## src/rtl/cdecv_pkg.sv

```systemverilog
// cdecv_pkg: shared opcodes, FSM states, instruction layout and flag indices for the execute stage
package cdecv_pkg;
  localparam logic [4:0] OP_ADD = 5'b01000;
  localparam logic [4:0] OP_ADC = 5'b01010;
  localparam logic [4:0] OP_SUB = 5'b01011;
  localparam logic [4:0] OP_SBC = 5'b01101;
  localparam logic [4:0] OP_INC = 5'b01110;
  localparam logic [4:0] OP_AND = 5'b10000;
  localparam logic [4:0] OP_SHL = 5'b11011;
  localparam int OP_W    = 5;
  localparam int WB_BIT  = 0;
  localparam int RS_LSB  = 1;
  localparam int FLAG_S  = 2;
  localparam int FLAG_Z  = 1;
  localparam int FLAG_CY = 0;
  typedef enum logic [1:0] {IDLE = 2'd0, READ = 2'd1, EXEC = 2'd2, WRITE = 2'd3} state_e;
  // instr is {aluop, rd, rs, wb_en}; field positions scale with the register address width
  function automatic int rd_lsb(input int aw);
    return RS_LSB + aw;
  endfunction
  function automatic int op_lsb(input int aw);
    return RS_LSB + 2 * aw;
  endfunction
endpackage

```

## src/rtl/alu_exec_ctrl_gp_regfile.sv

```systemverilog
// gp_regfile: register array with two operand read ports, a monitor port and one load/write-back port
module gp_regfile
  import cdecv_pkg::*;
#(
  parameter int ADDR_W = 2,
  parameter int DATA_W = 8
) (
  input  logic              clk,
  input  logic              reset_n,
  input  logic              idle,
  input  logic              ld_en,
  input  logic [ADDR_W-1:0] ld_addr,
  input  logic [DATA_W-1:0] ld_data,
  input  logic              wb_en,
  input  logic [ADDR_W-1:0] wb_addr,
  input  logic [DATA_W-1:0] wb_data,
  input  logic [ADDR_W-1:0] ra_addr,
  output logic [DATA_W-1:0] ra_data,
  input  logic [ADDR_W-1:0] rb_addr,
  output logic [DATA_W-1:0] rb_data,
  input  logic [ADDR_W-1:0] mon_sel,
  output logic [DATA_W-1:0] mon_data
);
  logic [DATA_W-1:0] regs_q [2**ADDR_W];
  logic [DATA_W-1:0] regs_d [2**ADDR_W];
  logic              ld_go;
  assign ld_go    = idle && ld_en;
  assign ra_data  = regs_q[ra_addr];
  assign rb_data  = regs_q[rb_addr];
  assign mon_data = regs_q[mon_sel];
  // single write port: a load only happens in IDLE and write-back only in WRITE, load wins if both
  always_comb begin
    regs_d = regs_q;
    if (ld_go || wb_en) regs_d[ld_go ? ld_addr : wb_addr] = ld_go ? ld_data : wb_data;
  end
  // register array, cleared by reset
  always_ff @(posedge clk or negedge reset_n) begin
    if (!reset_n) regs_q <= '{default: '0};
    else regs_q <= regs_d;
  end
endmodule

```

## src/rtl/alu_exec_ctrl.sv

```systemverilog
// alu_exec_ctrl: four-cycle execute sequencer feeding an external combinational ALU
module alu_exec_ctrl
  import cdecv_pkg::*;
#(
  parameter int REG_ADDR_W = 2,
  parameter int DATA_W     = 8
) (
  input  logic                        clk,
  input  logic                        reset_n,
  input  logic                        instr_valid,
  output logic                        instr_ready,
  input  logic [OP_W+2*REG_ADDR_W:0]  instr,
  input  logic                        ld_en,
  input  logic [REG_ADDR_W-1:0]       ld_addr,
  input  logic [DATA_W-1:0]           ld_data,
  output logic [OP_W-1:0]             alu_op,
  output logic [DATA_W-1:0]           alu_a,
  output logic [DATA_W-1:0]           alu_b,
  output logic                        alu_cy,
  input  logic [DATA_W-1:0]           alu_result,
  input  logic [2:0]                  alu_szcy,
  output logic                        done,
  output logic [2:0]                  flags,
  input  logic [REG_ADDR_W-1:0]       mon_sel,
  output logic [DATA_W-1:0]           mon_data
);
  localparam int IW     = OP_W + 2 * REG_ADDR_W + 1;
  localparam int RD_LSB = rd_lsb(REG_ADDR_W);
  localparam int OP_LSB = op_lsb(REG_ADDR_W);
  state_e                  state_q, state_d;
  logic [IW-1:0]           instr_q, instr_d;
  logic [OP_W-1:0]         op_q, op_d;
  logic [DATA_W-1:0]       a_q, a_d, b_q, b_d, result_q, result_d;
  logic [2:0]              szcy_q, szcy_d, flags_q, flags_d;
  logic [REG_ADDR_W-1:0]   rd_addr, rs_addr;
  logic [DATA_W-1:0]       rd_data, rs_data;
  logic                    accept, wb_we;
  assign rd_addr     = instr_q[RD_LSB +: REG_ADDR_W];
  assign rs_addr     = instr_q[RS_LSB +: REG_ADDR_W];
  assign instr_ready = reset_n && (state_q == IDLE) && !ld_en;
  assign accept      = instr_valid && instr_ready;
  assign wb_we       = (state_q == WRITE) && instr_q[WB_BIT];
  assign done        = state_q == WRITE;
  assign alu_op      = op_q;
  assign alu_a       = a_q;
  assign alu_b       = b_q;
  assign alu_cy      = flags_q[FLAG_CY];
  assign flags       = flags_q;
  gp_regfile #(.ADDR_W(REG_ADDR_W), .DATA_W(DATA_W)) u_regs (
    .clk      (clk),
    .reset_n  (reset_n),
    .idle     (state_q == IDLE),
    .ld_en    (ld_en),
    .ld_addr  (ld_addr),
    .ld_data  (ld_data),
    .wb_en    (wb_we),
    .wb_addr  (rd_addr),
    .wb_data  (result_q),
    .ra_addr  (rd_addr),
    .ra_data  (rd_data),
    .rb_addr  (rs_addr),
    .rb_data  (rs_data),
    .mon_sel  (mon_sel),
    .mon_data (mon_data)
  );
  // sequencing: latch on accept, drive ALU after READ, sample ALU after EXEC, commit flags after WRITE
  always_comb begin
    state_d  = state_q == IDLE ? (accept ? READ : IDLE) :
               state_q == READ ? EXEC : state_q == EXEC ? WRITE : IDLE;
    instr_d  = accept ? instr : instr_q;
    op_d     = state_q == READ ? instr_q[OP_LSB +: OP_W] : op_q;
    a_d      = state_q == READ ? rd_data : a_q;
    b_d      = state_q == READ ? rs_data : b_q;
    result_d = state_q == EXEC ? alu_result : result_q;
    szcy_d   = state_q == EXEC ? alu_szcy : szcy_q;
    flags_d  = state_q == WRITE ? szcy_q : flags_q;
  end
  // state and datapath registers; reset drops any in-flight instruction
  always_ff @(posedge clk or negedge reset_n) begin
    if (!reset_n) begin
      state_q  <= IDLE;
      instr_q  <= '0;
      op_q     <= '0;
      a_q      <= '0;
      b_q      <= '0;
      result_q <= '0;
      szcy_q   <= '0;
      flags_q  <= '0;
    end else begin
      state_q  <= state_d;
      instr_q  <= instr_d;
      op_q     <= op_d;
      a_q      <= a_d;
      b_q      <= b_d;
      result_q <= result_d;
      szcy_q   <= szcy_d;
      flags_q  <= flags_d;
    end
  end
endmodule

```

## config.mk

```make
export PLATFORM = sky130hd
export DESIGN_NAME = alu_exec_ctrl
export DESIGN_NICKNAME = d
export VERILOG_FILES = /design/src/rtl/cdecv_pkg.sv /design/src/rtl/alu_exec_ctrl_gp_regfile.sv /design/src/rtl/alu_exec_ctrl.sv
export SDC_FILE = /design/constraint.sdc
export NUM_CORES = 1
export LEC_CHECK = 0
export CAP_MARGIN = 20
export CORE_MARGIN = 3
export CORE_UTILIZATION = 47
export DETAILED_ROUTE_END_ITERATION = 7
export DONT_BUFFER_PORTS = 1
export PLACE_DENSITY = 0.73
export RECOVER_POWER = 50
export SYNTH_ARGS = -nofsm -noshare
export SYNTH_HDL_FRONTEND = slang
export SYNTH_HIERARCHICAL = 1
export SYNTH_SLANG_ARGS = --single-unit
```

## constraint.sdc

```tcl
create_clock -name clk -period 1.7 [get_ports clk]
set_input_delay 0.34 -clock clk [delete_from_list [all_inputs] [get_ports clk]]
set_output_delay 0.34 -clock clk [all_outputs]
set_load 0.01 [all_outputs]
```

==> summary.md <==
| Metric | Value |
|---|---|
| Final Critical Period | `1.873 ns` |
| Warnings from Yosys | `6` |
| Relative slew slack | `70.47%` |
| Mapped Cells | `224` |
| Fmax | `534.0 MHz` |
| RD Place Congestion | `0.7382` |
| Vias per cell | `5.719` |
| Sequential-to-total area share from yosys stat | `51.60%` |
| Floorplan core area | `0.007807 mm^2` |
| Max VDD drop | `0.001002 V` |
| CP max stage cell | `dfrtp_1` |
| Final period utilization | `110.2%` |
| TritonCTS clock tree | `built` |
| Fillers | `612` |
| Commonest cells in the netlist | `79 x dfrtp_1, 67 x mux2_2, 24 x mux4_2, 17 x mux2_4, 6 x buf_2` |
| Worst Skew | `0.01159 ns` |
| Post-Place Cells | `329` |
| CP arrival | `2.11 ns` |
| DRC Markers | `0` |
| Final hold vios | `79` |
| Vias | `1996` |
| Crit path kind | `flip-flop to flip-flop` |
| CP endpoint kind | `flip-flop` |
| Min Hold Slack | `-0.3283 ns` |
| Worst Setup Start Kind | `flip-flop` |
| Final WL | `7.531 mm` |
| Top-count cell post-synth | `dfrtp_1` |
| Largest net degree at the start of global routing | `82` |
| HPWL Detailed | `5.240 mm` |
| Critical Path, Cell by Cell | `inv_2, ha_4, nand2_8, mux2i_4, and2b_1, buf_12, mux2_4` |
| # Max-Cap Violations | `0` |
| GRT Overall Usage | `18.03%` |
| Failing checks | `negative hold slack, negative setup slack` |
| Finished Core Util | `56.91%` |
| H-tree depth | `3` |
| WP buf/inv | `2` |
| Diodes inserted | `0` |
| Avg Inst Size Synth | `17.10 um^2` |
| LEAKAGE | `1.939 nW` |
| Starting density of the core | `49.07%` |
| Multi-input logic area | `0.001859 mm^2` |
| Asr flop ratio synth | `100.0%` |
| Hold Crit Class | `primary input to async pin` |
| Reg2reg start | `state_q[0]` |
| # nets final | `284` |
| I/O Buffers | `0` |
| Reg-to-reg endpoint | `u_regs/regs_q[9]` |
| DP Area | `0.004101 mm^2` |
| Overflow after GRT | `0` |
| Syn nets | `266` |
| Clock root buffer | `clkbuf_8` |
| Pre-CTS worst setup slack | `-0.09045 ns` |
| Area leader, netlist | `dfrtp_1` |
| Worst setup startpoint | `state_q[0]` |
| Share of layout cells above drive strength 1 | `64.37%` |
| Worst setup endpoint | `u_regs/regs_q[9]` |
| Post-synth EDFFs | `0` |
| Width of the die | `96.29 um` |
| Clk_lat worst skew | `0.35 ns` |
| Die footprint | `0.009271 mm^2` |
| Prevailing post-synth register cell | `dfrtp_1` |
| Synth top area share | `51.60%` |
| R2R cell count | `7` |
| Drt pass-1 iters | `6` |
| Worst path max stage delay | `0.40 ns` |
| Setup Viol. Count Final | `33` |
| First-pass GRT wire length | `12.12 mm` |
| Num CTS Buffers | `9` |
| Antenna Violating Nets Remaining | `0` |
| Final slew viol count | `0` |
| CP top delay family | `multiplexers` |
| CTS clk-pin slew, worst paths | `0.08 ns` |
| Register area | `0.001977 mm^2` |
| WP depth | `7` |
| Final non-filler cell total | `349` |
| Die height | `96.29 um` |
| Routed length per placed instance | `21.58 um` |
| Least-Margin Pin Slew | `0.4430 ns` |
| Ports | `72` |
| Top cells by area, synth | `dfrtp_1 52%, mux2_2 20%, mux4_2 14%, mux2_4 6.7%, ha_1 1.6%` |
| Clock Sink Count | `79` |
| Initial antenna violation count | `0` |
| Drt initial violations | `83` |
| Row cnt | `32` |
| Syn Std Cell Area | `0.003831 mm^2` |
| Longest Clk Path Bufs | `2` |
| Yosys reg bits | `79` |
| Post-route setup slack | `-0.1727 ns` |
| Ratio of total power to cell area | `2055 mW/mm^2` |
| Setup slack, reg-to-reg | `-0.17 ns` |
| Critical Path RT | `1.93 ns` |
| RSZ-0062 raised after global routing | `true` |
| Area grow syn2layout | `15.97%` |
| Finished Cell Area | `0.004443 mm^2` |
| Vias in the first global route | `2188` |
| Max FO, Critical Path | `8` |
| Status | `complete, but fails checks` |
| Distinct cells, synth | `23` |
## final cells by class
type / count / area share, %
repair buffers: 21 / 5.520
flip-flops and latches: 79 / 44.49
well taps: 102 / 2.872
clock inverters: 5 / 1.830
multi-input cells: 128 / 41.85
inverters: 3 / 0.2534
clock buffers: 11 / 3.182
## kinds of logic after synthesis
| family | count (synthesis) | share of synthesized area (%) |
|---|---|---|
| adders and majority gates | 5 | 1.633 |
| DFF | 79 | 51.60 |
| and+or+nand+nor | 10 | 2.221 |
| buffers and inverters | 17 | 2.645 |
| muxes | 111 | 41.61 |
| AOI/OAI and AO/OA | 2 | 0.2939 |
## metrics by stage
| step | total power, mW | TNS, ns |
|---|---|---|
| finish | 9.130 | -2.742 |
| global route | 9.726 | -4.647 |
| CTS | 9.023 | -2.379 |
| detailed placement | 7.420 | -1.640 |
| global placement | 7.267 | -0.2389 |
| floorplan | 6.416 | -1.038 |
## metal layers
layer | track usage [%] | up-vias | routed length [um]
met1 | 23.20 | 1048 | 3149
met2 | 28.29 | 60 | 3751
met3 | 4.848 | 12 | 436
li1 | - | 876 | -
met5 | 0 | - | 0
met4 | 8.531 | 0 | 194
## flip-flops by register name (all words and copies together) (netlist names)
| name | flops |
|---|---|
| flags | 3 |
| alu_b | 8 |
| u_regs/regs_q | 32 |
| alu_op | 5 |
| result_q | 8 |
| szcy_q | 3 |
| alu_a | 8 |
| instr_q | 10 |
| state_q | 2 |
## report_power, final
part	switching, mW	internal, mW	leakage, nW	total [mW]
logic	1.26	2.55	0.878	3.82
registers	0.929	2.84	0.951	3.77
clock network	0.677	0.868	0.110	1.54
## how the worst min path moves through the flow
stage / startpoint / endpoint / cells after the start
floorplan: reset_n / alu_a[0] / 0
global placement: reset_n / alu_b[3] / 0
detailed placement: reset_n / alu_b[3] / 0
CTS: reset_n / alu_b[0] / 0
global route: reset_n / alu_b[0] / 0
finish: reset_n / alu_a[3] / 0
## cell usage in the layout, fill, tap and decap left out, types with 2 or more instances in the layout
master / synthesis / layout
ha_1: 5 / 3
inv_2: 0 / 2
buf_4: 2 / 14
mux2_4: 17 / 31
bufinv_16: 0 / 2
dfrtp_1: 79 / 79
buf_12: 0 / 7
mux2_2: 67 / 53
clkbuf_8: 0 / 10
mux4_2: 24 / 24
## repair_timing
action	4_1_cts	5_1_grt
setup buffers	2	2
endpoints found under the hold margin	79	79
endpoints found under the setup margin	33	33
gates resized for setup	1	20
pin swaps	1	1
No activity file was read; power rests on OpenSTA's default activity.
